$ cat config.mk
export PLATFORM = sky130hd
export DESIGN_NAME = serv_timer_flat
export DESIGN_NICKNAME = d
export VERILOG_FILES = /design/src/rtl/serv_timer_pkg.sv /design/src/rtl/serv_timer_if.sv /design/src/rtl/serv_timer_prescaler.sv /design/src/rtl/serv_timer.sv /design/src/flat_wrapper.sv
export SDC_FILE = /design/constraint.sdc
export NUM_CORES = 1
export LEC_CHECK = 0
export ABC_AREA = 1
export CAP_MARGIN = 25
export CORE_MARGIN = 10
export CORE_UTILIZATION = 55
export CTS_BUF_LIST = sky130_fd_sc_hd__clkbuf_4 sky130_fd_sc_hd__clkbuf_8
export CTS_CLUSTER_DIAMETER = 30
export DETAILED_ROUTE_END_ITERATION = 6
export HOLD_SLACK_MARGIN = 0.1
export PLACE_DENSITY_LB_ADDON = 0.3
export SYNTH_ARGS = -nofsm -noshare
export SYNTH_HDL_FRONTEND = slang
export SYNTH_SLANG_ARGS = --single-unit
$ cat constraint.sdc
create_clock -name i_clk -period 1.9 [get_ports i_clk]
set_input_delay 0.38 -clock i_clk [delete_from_list [all_inputs] [get_ports i_clk]]
set_output_delay 0.38 -clock i_clk [all_outputs]
set_load 0.005 [all_outputs]
$ cat src/rtl/serv_timer_pkg.sv
// Shared definitions for the machine timer: register indices, ctrl bit positions,
// reset constants and the wrap-safe expiry test.
package serv_timer_pkg;

   localparam logic [1:0] TIMER_MTIME    = 2'd0;
   localparam logic [1:0] TIMER_MTIMECMP = 2'd1;
   localparam logic [1:0] TIMER_CTRL     = 2'd2;
   localparam logic [1:0] TIMER_PRESC    = 2'd3;

   localparam int CTRL_EN  = 0;
   localparam int CTRL_IEN = 1;

   localparam logic [31:0] MTIMECMP_RESET = 32'hFFFF_FFFF;

   // Expired when the signed distance mtime - mtimecmp is non-negative, so the
   // comparison keeps working across the 32-bit wrap.
   function automatic logic timer_expired(input logic [31:0] mtime, input logic [31:0] mtimecmp);
      logic [31:0] diff;
      diff = mtime - mtimecmp;
      return ~diff[31];
   endfunction

endpackage

$ cat src/rtl/serv_timer_if.sv
// Wishbone classic bus bundle for the timer slave.
interface serv_timer_if;
   logic [1:0]  adr;
   logic [31:0] dat;
   logic [3:0]  sel;
   logic        we;
   logic        cyc;
   logic        stb;
   logic [31:0] rdt;
   logic        ack;

   modport master (output adr, dat, sel, we, cyc, stb, input rdt, ack);
   modport slave  (input adr, dat, sel, we, cyc, stb, output rdt, ack);
endinterface

$ cat src/rtl/serv_timer_prescaler.sv
// Tick generator: one tick every presc+1 enabled cycles; restarts on disable or
// whenever the divider value is rewritten.
module serv_timer_prescaler (
   input  logic       i_clk,
   input  logic       i_rst,
   input  logic       en,
   input  logic       clr,
   input  logic [7:0] presc,
   output logic       tick
);

   logic [7:0] cnt_reg;

   assign tick = en & (cnt_reg == presc);

   always_ff @(posedge i_clk) begin
      if (i_rst || !en || clr)
         cnt_reg <= '0;
      else if (cnt_reg == presc)
         cnt_reg <= '0;
      else
         cnt_reg <= cnt_reg + 8'd1;
   end

endmodule

$ cat src/rtl/serv_timer.sv
// Memory-mapped machine timer (mtime/mtimecmp/ctrl/presc) driving the core's mtip.
// Optional divider at index 3 enabled by SERV_TIMER_PRESCALER_EN.
module serv_timer
   import serv_timer_pkg::*;
#(
   parameter RESET_STRATEGY = "MINI"
) (
   input  logic        i_clk,
   input  logic        i_rst,
   serv_timer_if.slave wb,
   output logic        o_mtip
);

   localparam bit RESET_ALL = (RESET_STRATEGY != "NONE");

   logic [31:0] mtime_reg;
   logic [31:0] mtimecmp_reg;
   logic [1:0]  ctrl_reg;
   logic        ack_reg;
   logic [31:0] rdt_reg;
   logic        mtip_reg;

   logic        req;
   logic        wr;
   logic        wr_mtime;
   logic        wr_mtimecmp;
   logic        wr_ctrl;
   logic        tick;
   logic [31:0] mtime_wdata;
   logic [31:0] mtimecmp_wdata;
   logic [31:0] rd_data;

   assign req         = wb.cyc & wb.stb & ~ack_reg;
   assign wr          = req & wb.we;
   assign wr_mtime    = wr & (wb.adr == TIMER_MTIME);
   assign wr_mtimecmp = wr & (wb.adr == TIMER_MTIMECMP);
   assign wr_ctrl     = wr & (wb.adr == TIMER_CTRL);

   // Byte lanes not selected keep their current contents.
   generate
      for (genvar gi = 0; gi < 4; gi++) begin : g_lane
         assign mtime_wdata[8*gi +: 8]    = wb.sel[gi] ? wb.dat[8*gi +: 8] : mtime_reg[8*gi +: 8];
         assign mtimecmp_wdata[8*gi +: 8] = wb.sel[gi] ? wb.dat[8*gi +: 8] : mtimecmp_reg[8*gi +: 8];
      end
   endgenerate

`ifdef SERV_TIMER_PRESCALER_EN
   logic [7:0] presc_reg;
   logic       wr_presc;

   assign wr_presc = wr & (wb.adr == TIMER_PRESC);

   always_ff @(posedge i_clk) begin
      if (i_rst)
         presc_reg <= '0;
      else if (wr_presc && wb.sel[0])
         presc_reg <= wb.dat[7:0];
   end

   serv_timer_prescaler u_prescaler (
      .i_clk (i_clk),
      .i_rst (i_rst),
      .en    (ctrl_reg[CTRL_EN]),
      .clr   (wr_presc),
      .presc (presc_reg),
      .tick  (tick)
   );
`else
   assign tick = ctrl_reg[CTRL_EN];
`endif

   always_comb begin
      rd_data = '0;
      case (wb.adr)
         TIMER_MTIME:    rd_data = mtime_reg;
         TIMER_MTIMECMP: rd_data = mtimecmp_reg;
         TIMER_CTRL:     rd_data = {30'd0, ctrl_reg};
`ifdef SERV_TIMER_PRESCALER_EN
         TIMER_PRESC:    rd_data = {24'd0, presc_reg};
`endif
         default:        rd_data = '0;
      endcase
   end

   // A software write to mtime takes priority over the tick in the same cycle.
   always_ff @(posedge i_clk) begin
      if (i_rst) begin
         if (RESET_ALL) begin
            mtime_reg    <= '0;
            mtimecmp_reg <= MTIMECMP_RESET;
         end
      end else begin
         if (wr_mtime)
            mtime_reg <= mtime_wdata;
         else if (tick)
            mtime_reg <= mtime_reg + 32'd1;
         if (wr_mtimecmp)
            mtimecmp_reg <= mtimecmp_wdata;
      end
   end

   always_ff @(posedge i_clk) begin
      if (i_rst) begin
         ack_reg  <= 1'b0;
         rdt_reg  <= '0;
         ctrl_reg <= '0;
         mtip_reg <= 1'b0;
      end else begin
         ack_reg  <= req;
         rdt_reg  <= req ? rd_data : '0;
         if (wr_ctrl && wb.sel[0])
            ctrl_reg <= wb.dat[1:0];
         mtip_reg <= ctrl_reg[CTRL_IEN] & timer_expired(mtime_reg, mtimecmp_reg);
      end
   end

   assign wb.rdt = rdt_reg;
   assign wb.ack = ack_reg;
   assign o_mtip = mtip_reg;

endmodule

$ cat src/flat_wrapper.sv
// flat-port wrapper written by rule: the top's interface ports become plain ports
module serv_timer_flat import serv_timer_pkg::*;
#(
   parameter RESET_STRATEGY = "    "
)
  (i_clk, i_rst, o_mtip, wb_adr, wb_dat, wb_sel, wb_we, wb_cyc, wb_stb, wb_rdt, wb_ack);
  serv_timer_if wb_i ();
  input  logic i_clk;
  input  logic i_rst;
  output logic o_mtip;
  input wire logic [$bits(wb_i.adr)-1:0] wb_adr;
  input wire logic [$bits(wb_i.dat)-1:0] wb_dat;
  input wire logic [$bits(wb_i.sel)-1:0] wb_sel;
  input wire logic [$bits(wb_i.we)-1:0] wb_we;
  input wire logic [$bits(wb_i.cyc)-1:0] wb_cyc;
  input wire logic [$bits(wb_i.stb)-1:0] wb_stb;
  output wire logic [$bits(wb_i.rdt)-1:0] wb_rdt;
  output wire logic [$bits(wb_i.ack)-1:0] wb_ack;
  assign wb_i.adr = wb_adr;
  assign wb_i.dat = wb_dat;
  assign wb_i.sel = wb_sel;
  assign wb_i.we = wb_we;
  assign wb_i.cyc = wb_cyc;
  assign wb_i.stb = wb_stb;
  assign wb_rdt = wb_i.rdt;
  assign wb_ack = wb_i.ack;
  serv_timer #(.RESET_STRATEGY(RESET_STRATEGY)) u_core (.i_clk(i_clk), .i_rst(i_rst), .wb(wb_i), .o_mtip(o_mtip));
endmodule
==> flow_summary.yaml, run 1 <==
route:
  first_iter_violations: 500
  vias: 5714
  ant_nets: 0
  drc_errors: 0
  routedWlPerCell_um: 14.32
  viasPerCell: 5.286
  first_pass_iters: 4
  drt-total-wl_mm: 15.48
power_and_ir_drop:
  p_leak_nw: 3.463
  p_int_mw: 2.905
  p_sw_mw: 0.9615
  p_per_area_nw_per_um2: 555.8
  irDropWorstVdd_uv: 520.2
  combinationalPowerShare_pct: 9.9
  p_clk_share_pct: 34.7
  swShare_pct: 24.87
  power_frac_seq_pct: 55.3
floorplan:
  rows: 36
  dieArea_um2: 14740
  initial_core_util_pct: 57.06
  ioPinCount: 77
  fp.dieH_um: 121.4
  dieWidth_um: 121.4
  core_um2: 9910
worst_setup_path:
  critical_path_required_ns: 2.19
  path_max_fanout: 3
  critical-path-top-delay-family: "simple AND/OR/NAND/NOR gates"
  cp_cell_sequence: "inv_1 -> ha_1 -> nand2_1 -> nor2_1 -> nand4_1 -> nor2b_1 -> nand2_1 -> nand2_1 -> nand2_1 -> nand2_1 -> nor2_1"
  endpoint_kind: "register"
  slowest_delay_ns: 0.32
  crit_buf_inv: 1
  worstPathArrival_ns: 2.06
  cp_common_cell: "nand2_1"
  crit_slowest_cell: "dfxtp_1"
  crit_path_start_kind: "register"
  worstSetupPathType: "reg2reg"
timing:
  fin_crit_ns: 1.776
  finalSetupViolations: 0
  max_freq_mhz: 563.1
  min_period_over_period_pct: 93.46
  finalHoldViolations: 0
  clock_skew_ns: 0.01870
  worst_pin_slew_ns: 0.3911
  rsz0062_at_grt: "yes"
  drv_slew: 0
  maxSlewHeadroom_pct: 73.83
global_route:
  gr-usage-all-layers_pct: 21.48
  grt_pass1_wl_mm: 26.21
  grt_max_degree: 46
  antenna_found_initial: 0
  grt-ovfl-total: 0
  grt_pass1_vias: 5457
placed_design:
  dp_hpwl_mm: 11.49
  numPortBuffers: 76
  finalWeightedCongestion: 0.9609
  dp.cells: 1065
clock_tree:
  clk_latency_ns: 0.39
  cts_max_path_buffers: 2
  clock_sinks: 100
  clockRootBuffer: "clkbuf_8"
  cts_buffers: 9
  clk_pin_slew_ns: 0.10
  tritoncts: "done"
  htree_levels: 3
synthesis:
  synth_cell_type_count: 35
  synth_top_area_cell: "dfxtp_1"
  synthCells: 848
  synth_warnings: 0
  ys_seq_area_share_pct: 35.41
  yosys-top-cells-area: "dfxtp_1, nand2_1, inv_1"
  syn_nets: 922
  syn_avg_cell_area_um2: 6.668
  yosysTopAreaCellShare_pct: 35.41
  ys_seq_elements: 100
  syn_area_um2: 5654
finish:
  drive_above_1_share_pct: 9.705
  final_util_pct: 70.20
  nets: 1017
  diodes: 0
  finalNonFillerCells: 1081
  area_growth_pct: 23.04
flow_run:
  cap_viol_max_count: 0
status:
  run_status: "completed"
worst_hold_path:
  min_path_type: "in2reg"
[stage by stage]
stage | area, um^2 | TNS (ns) | total power [mW] | worst slack, ns | hold slack [ns]
3_3_place_gp | 6748 | -2.105 | 2.560 | -0.1004 | 0.4438
2_1_floorplan | 5654 | 0 | 2.358 | 0.4108 | 0.4216
4_1_cts | 6940 | 0 | 3.875 | 0.03611 | 0.4372
3_5_place_dp | 6748 | -4.764 | 2.566 | -0.1390 | 0.4457
6_report | 6957 | 0 | 3.866 | 0.1242 | 0.4469
5_1_grt | 6957 | -0.003014 | 3.999 | -0.003014 | 0.4530
[logic make-up (layout without fill, tap and decap cells)]
logic type               after synthesis  after routing  share of synthesized area (%)
AND/OR/NAND/NOR                      370            370                          27.88
AO/OA/AOI/OAI                        179            179                          17.28
buffers and inverters                162            262                          11.64
flip-flops                           100            100                          35.41
adder cells (fa/ha/maj)               31             31                          6.860
XOR/XNOR                               6              6                         0.9294
[what timing repair did]
item                                   CTS  global route
setup endpoints to repair                0             3
setup buffers                            0             0
gates resized for setup                  0             4
hold buffers                             0             0
endpoints found under the hold margin    0             0
[area by class of cell]
| cell class | instances | area (um^2) |
|---|---|---|
| inverter | 133 | 499.2 |
| clock buffer | 13 | 172.7 |
| clock inverter | 3 | 20.02 |
| multi-input combinational | 586 | 3013 |
| fill | 835 | 2953 |
| tap | 133 | 166.4 |
| sequential | 100 | 2002 |
| timing repair buffer | 113 | 1084 |
[worst register-to-register path, delay by kind of cell (launching register included)]
kind                       cells  cell delay [ns]
adders and majority gates      1             0.29
buffers and inverters          1             0.06
and+or+nand+nor                9             1.00
DFF                            1             0.32
[routing by layer]
layer / track usage, % / vias to the layer above / routed length [um]
li1: - / 2911 / -
met1: 27.16 / 2575 / 6775
met2: 35.05 / 204 / 7124
met3: 5.537 / 24 / 1319
met4: 6.408 / 0 / 258
met5: 0 / - / 0
[cells in the final DEF, fill, tap and decap left out, drive strengths merged, types with 31 or more instances in the layout]
cell type	instances
ha	31
dfxtp	100
a21oi	71
nand3	48
o21ai	69
nand2	225
inv	133
buf	38
clkdlybuf4s50	75
nor2	83
[path summary, 6_finish.rpt]
| path | cells after the start | slack, ns | start | endpoint |
|---|---|---|---|---|
| worst min register to register | 2 | 0.46 | u_core.ctrl_reg[1] | u_core.o_mtip |
| worst min-delay path | 3 | 0.45 | i_rst | u_core.wb.ack |
| worst max-delay path | 11 | 0.12 | u_core.mtimecmp_reg[22] | u_core.o_mtip |
| worst max register to register | 11 | 0.12 | u_core.mtimecmp_reg[22] | u_core.o_mtip |
[power by group through the flow]
| stage | Sequential [mW] | Combinational, mW | Clock [mW] |
|---|---|---|---|
| 3_5_place_dp | 2.19 | 0.377 | 0 |
| 4_1_cts | 2.14 | 0.381 | 1.36 |
| 2_1_floorplan | 2.19 | 0.170 | 0 |
| 3_3_place_gp | 2.19 | 0.372 | 0 |
| 6_report | 2.14 | 0.384 | 1.34 |
| 5_1_grt | 2.14 | 0.421 | 1.44 |
[synth_stat cells (all sizes together)]
master / count
nand2: 225
inv: 133
dfxtp: 100
nor2: 83
a21oi: 71
o21ai: 69
nand3: 48
ha: 31
o22ai: 27
buf: 17
clkbuf: 12
o211ai: 6
xor2: 6
nand4: 5
a31oi: 4
or2: 4
a21o: 2
nor3: 2
and3: 1
nor2b: 1
nor3b: 1
Note: power is estimated with default switching activity, not from simulation.
==> inputs of run 2 (changes only) <==
RECOVER_POWER = 100   (was unset)
==> run 2 against run 1 <==
  * Sequential power about the same
  * Hold slack better by 0.012 ns
  * Routed wire length shrank 0.16%
  * Die area is the same
  * Non-clock buffer count is the same
==> flow_summary.yaml, run 2 (synthesis gave the netlist of run 1 again) <==
status:
  run_status: "completed"
floorplan:
  rows: 36
  initial_core_util_pct: 57.06
  dieArea_um2: 14740
  fp.dieH_um: 121.4
  core_um2: 9910
  ioPinCount: 77
  dieWidth_um: 121.4
timing:
  max_freq_mhz: 562.4
  rsz0062_at_grt: "yes"
  min_period_over_period_pct: 93.59
  finalSetupViolations: 0
  finalHoldViolations: 0
  maxSlewHeadroom_pct: 54.49
  drv_slew: 0
  fin_crit_ns: 1.778
  clock_skew_ns: 0.02139
  worst_pin_slew_ns: 0.6826
  hold_slack_ns: 0.4593
route:
  first_iter_violations: 520
  routedWlPerCell_um: 14.30
  vias: 5669
  drt-total-wl_mm: 15.45
  ant_nets: 0
  first_pass_iters: 5
  drc_errors: 0
  viasPerCell: 5.244
finish:
  final_util_pct: 69.91
  diodes: 0
  fill_cells: 846
  drive_above_1_share_pct: 9.072
  area_growth_pct: 22.53
  nets: 1017
  layout_common_cells: "nand2_1, inv_1, dfxtp_1"
  final_common_cell: "nand2_1"
clock_tree:
  clock_sinks: 100
  postCtsHoldBufs: 0
  cts_buffers: 9
  clk_latency_ns: 0.39
  htree_levels: 3
  cts_max_path_buffers: 2
  clk_pin_slew_ns: 0.10
  clockRootBuffer: "clkbuf_8"
  tritoncts: "done"
worst_setup_path:
  reg2reg_depth: 11
  path_max_fanout: 3
  worstSetupPathType: "reg2reg"
  r2r_start: "u_core.mtimecmp_reg[22]"
  crit_path_start_kind: "register"
  startpoint: "u_core.mtimecmp_reg[22]"
  endpoint_kind: "register"
  r2r_slack_ns: 0.12
  worstPathArrival_ns: 2.06
  crit_end: "u_core.o_mtip"
  critical_path_required_ns: 2.19
  regToRegEndpoint: "u_core.o_mtip"
flow_run:
  cap_viol_max_count: 0
power_and_ir_drop:
  p_leak_nw: 3.560
  irDropWorstVdd_uv: 521.0
  p_per_area_nw_per_um2: 557.6
global_route:
  antenna_found_initial: 0
  grt_max_degree: 46
  grt_pass1_wl_mm: 26.21
  grt-ovfl-total: 0
  grt_pass1_vias: 5457
  gr-usage-all-layers_pct: 21.48
worst_hold_path:
  min_path_type: "reg2reg"
placed_design:
  finalWeightedCongestion: 0.9609
  dp_hpwl_mm: 11.49
  numPortBuffers: 76
-- run 2: cell count changes in the layout (fill, tap and decap cells not counted), sizes merged --
cell,before,now
clkbuf,13,18
buf,38,33
dlygate4sd3,0,35
clkdlybuf4s50,75,40
inv,133,132
clkinv,1,2
-- run 2: worst max-delay path, stage by stage (launching register included) --
cell and delay (ns):
dfxtp_1 0.32, inv_1 0.06, ha_1 0.29, nand2_1 0.08, nor2_1 0.20, nand4_1 0.19, nor2b_1 0.20, nand2_1 0.09
nand2_1 0.06, nand2_1 0.04, nand2_1 0.08, nor2_1 0.05
-- run 2: how the worst min path moves through the flow --
stage                       start            end  slack, ns  cells after the start
3_3_place_gp   u_core.ctrl_reg[1]  u_core.o_mtip       0.44                      2
5_1_grt        u_core.ctrl_reg[1]  u_core.o_mtip       0.48                      2
3_5_place_dp   u_core.ctrl_reg[1]  u_core.o_mtip       0.45                      2
4_1_cts                     i_rst  u_core.wb.ack       0.44                      3
6_report       u_core.ctrl_reg[1]  u_core.o_mtip       0.46                      2
2_1_floorplan  u_core.ctrl_reg[1]  u_core.o_mtip       0.42                      2
-- run 2: timing repair --
action | CTS | global route
setup endpoints to repair | 0 | 3
resized for setup | 0 | 4
setup buffers | 0 | 0
-- run 2: layout make-up --
type	instances	area [um^2]	area share, %
repair buffers	113	1065	15.37
clock inverters	3	20.02	0.2890
inverters	133	499.2	7.206
well taps	133	166.4	2.402
clock buffers	13	172.7	2.492
flip-flops and latches	100	2002	28.90
multi-input cells	586	3003	43.34
-- run 2: metal layers --
metal / part of all wire [%] / track usage, % / vias to the layer above / routed length (um)
met4: 1.5 / 6.408 / 0 / 230
met2: 46 / 35.05 / 206 / 7069
met1: 44 / 27.16 / 2538 / 6809
met3: 8.7 / 5.537 / 22 / 1342
li1: - / - / 2903 / -
met5: 0 / 0 / - / 0
-- run 2: stage by stage --
| stage | setup slack (ns) | area (um^2) | total power [mW] | TNS [ns] | std cells |
|---|---|---|---|---|---|
| after floorplan | 0.4108 | 5654 | 2.358 | 0 | 848 |
| after global placement | -0.1004 | 6748 | 2.560 | -2.105 | 1065 |
| after global routing | -0.003014 | 6928 | 3.989 | -0.003014 | 1081 |
| after CTS | 0.03611 | 6940 | 3.875 | 0 | 1081 |
| final | 0.1218 | 6928 | 3.863 | 0 | 1081 |
| after detailed placement | -0.1390 | 6748 | 2.566 | -4.764 | 1065 |
-- run 2: power breakdown --
group / switching [mW] / total (mW) / internal, mW
registers: 0.0155 / 2.14 / 2.12
clock network: 0.754 / 1.35 / 0.597
logic: 0.198 / 0.373 / 0.176
total: 0.967 / 3.86 / 2.90
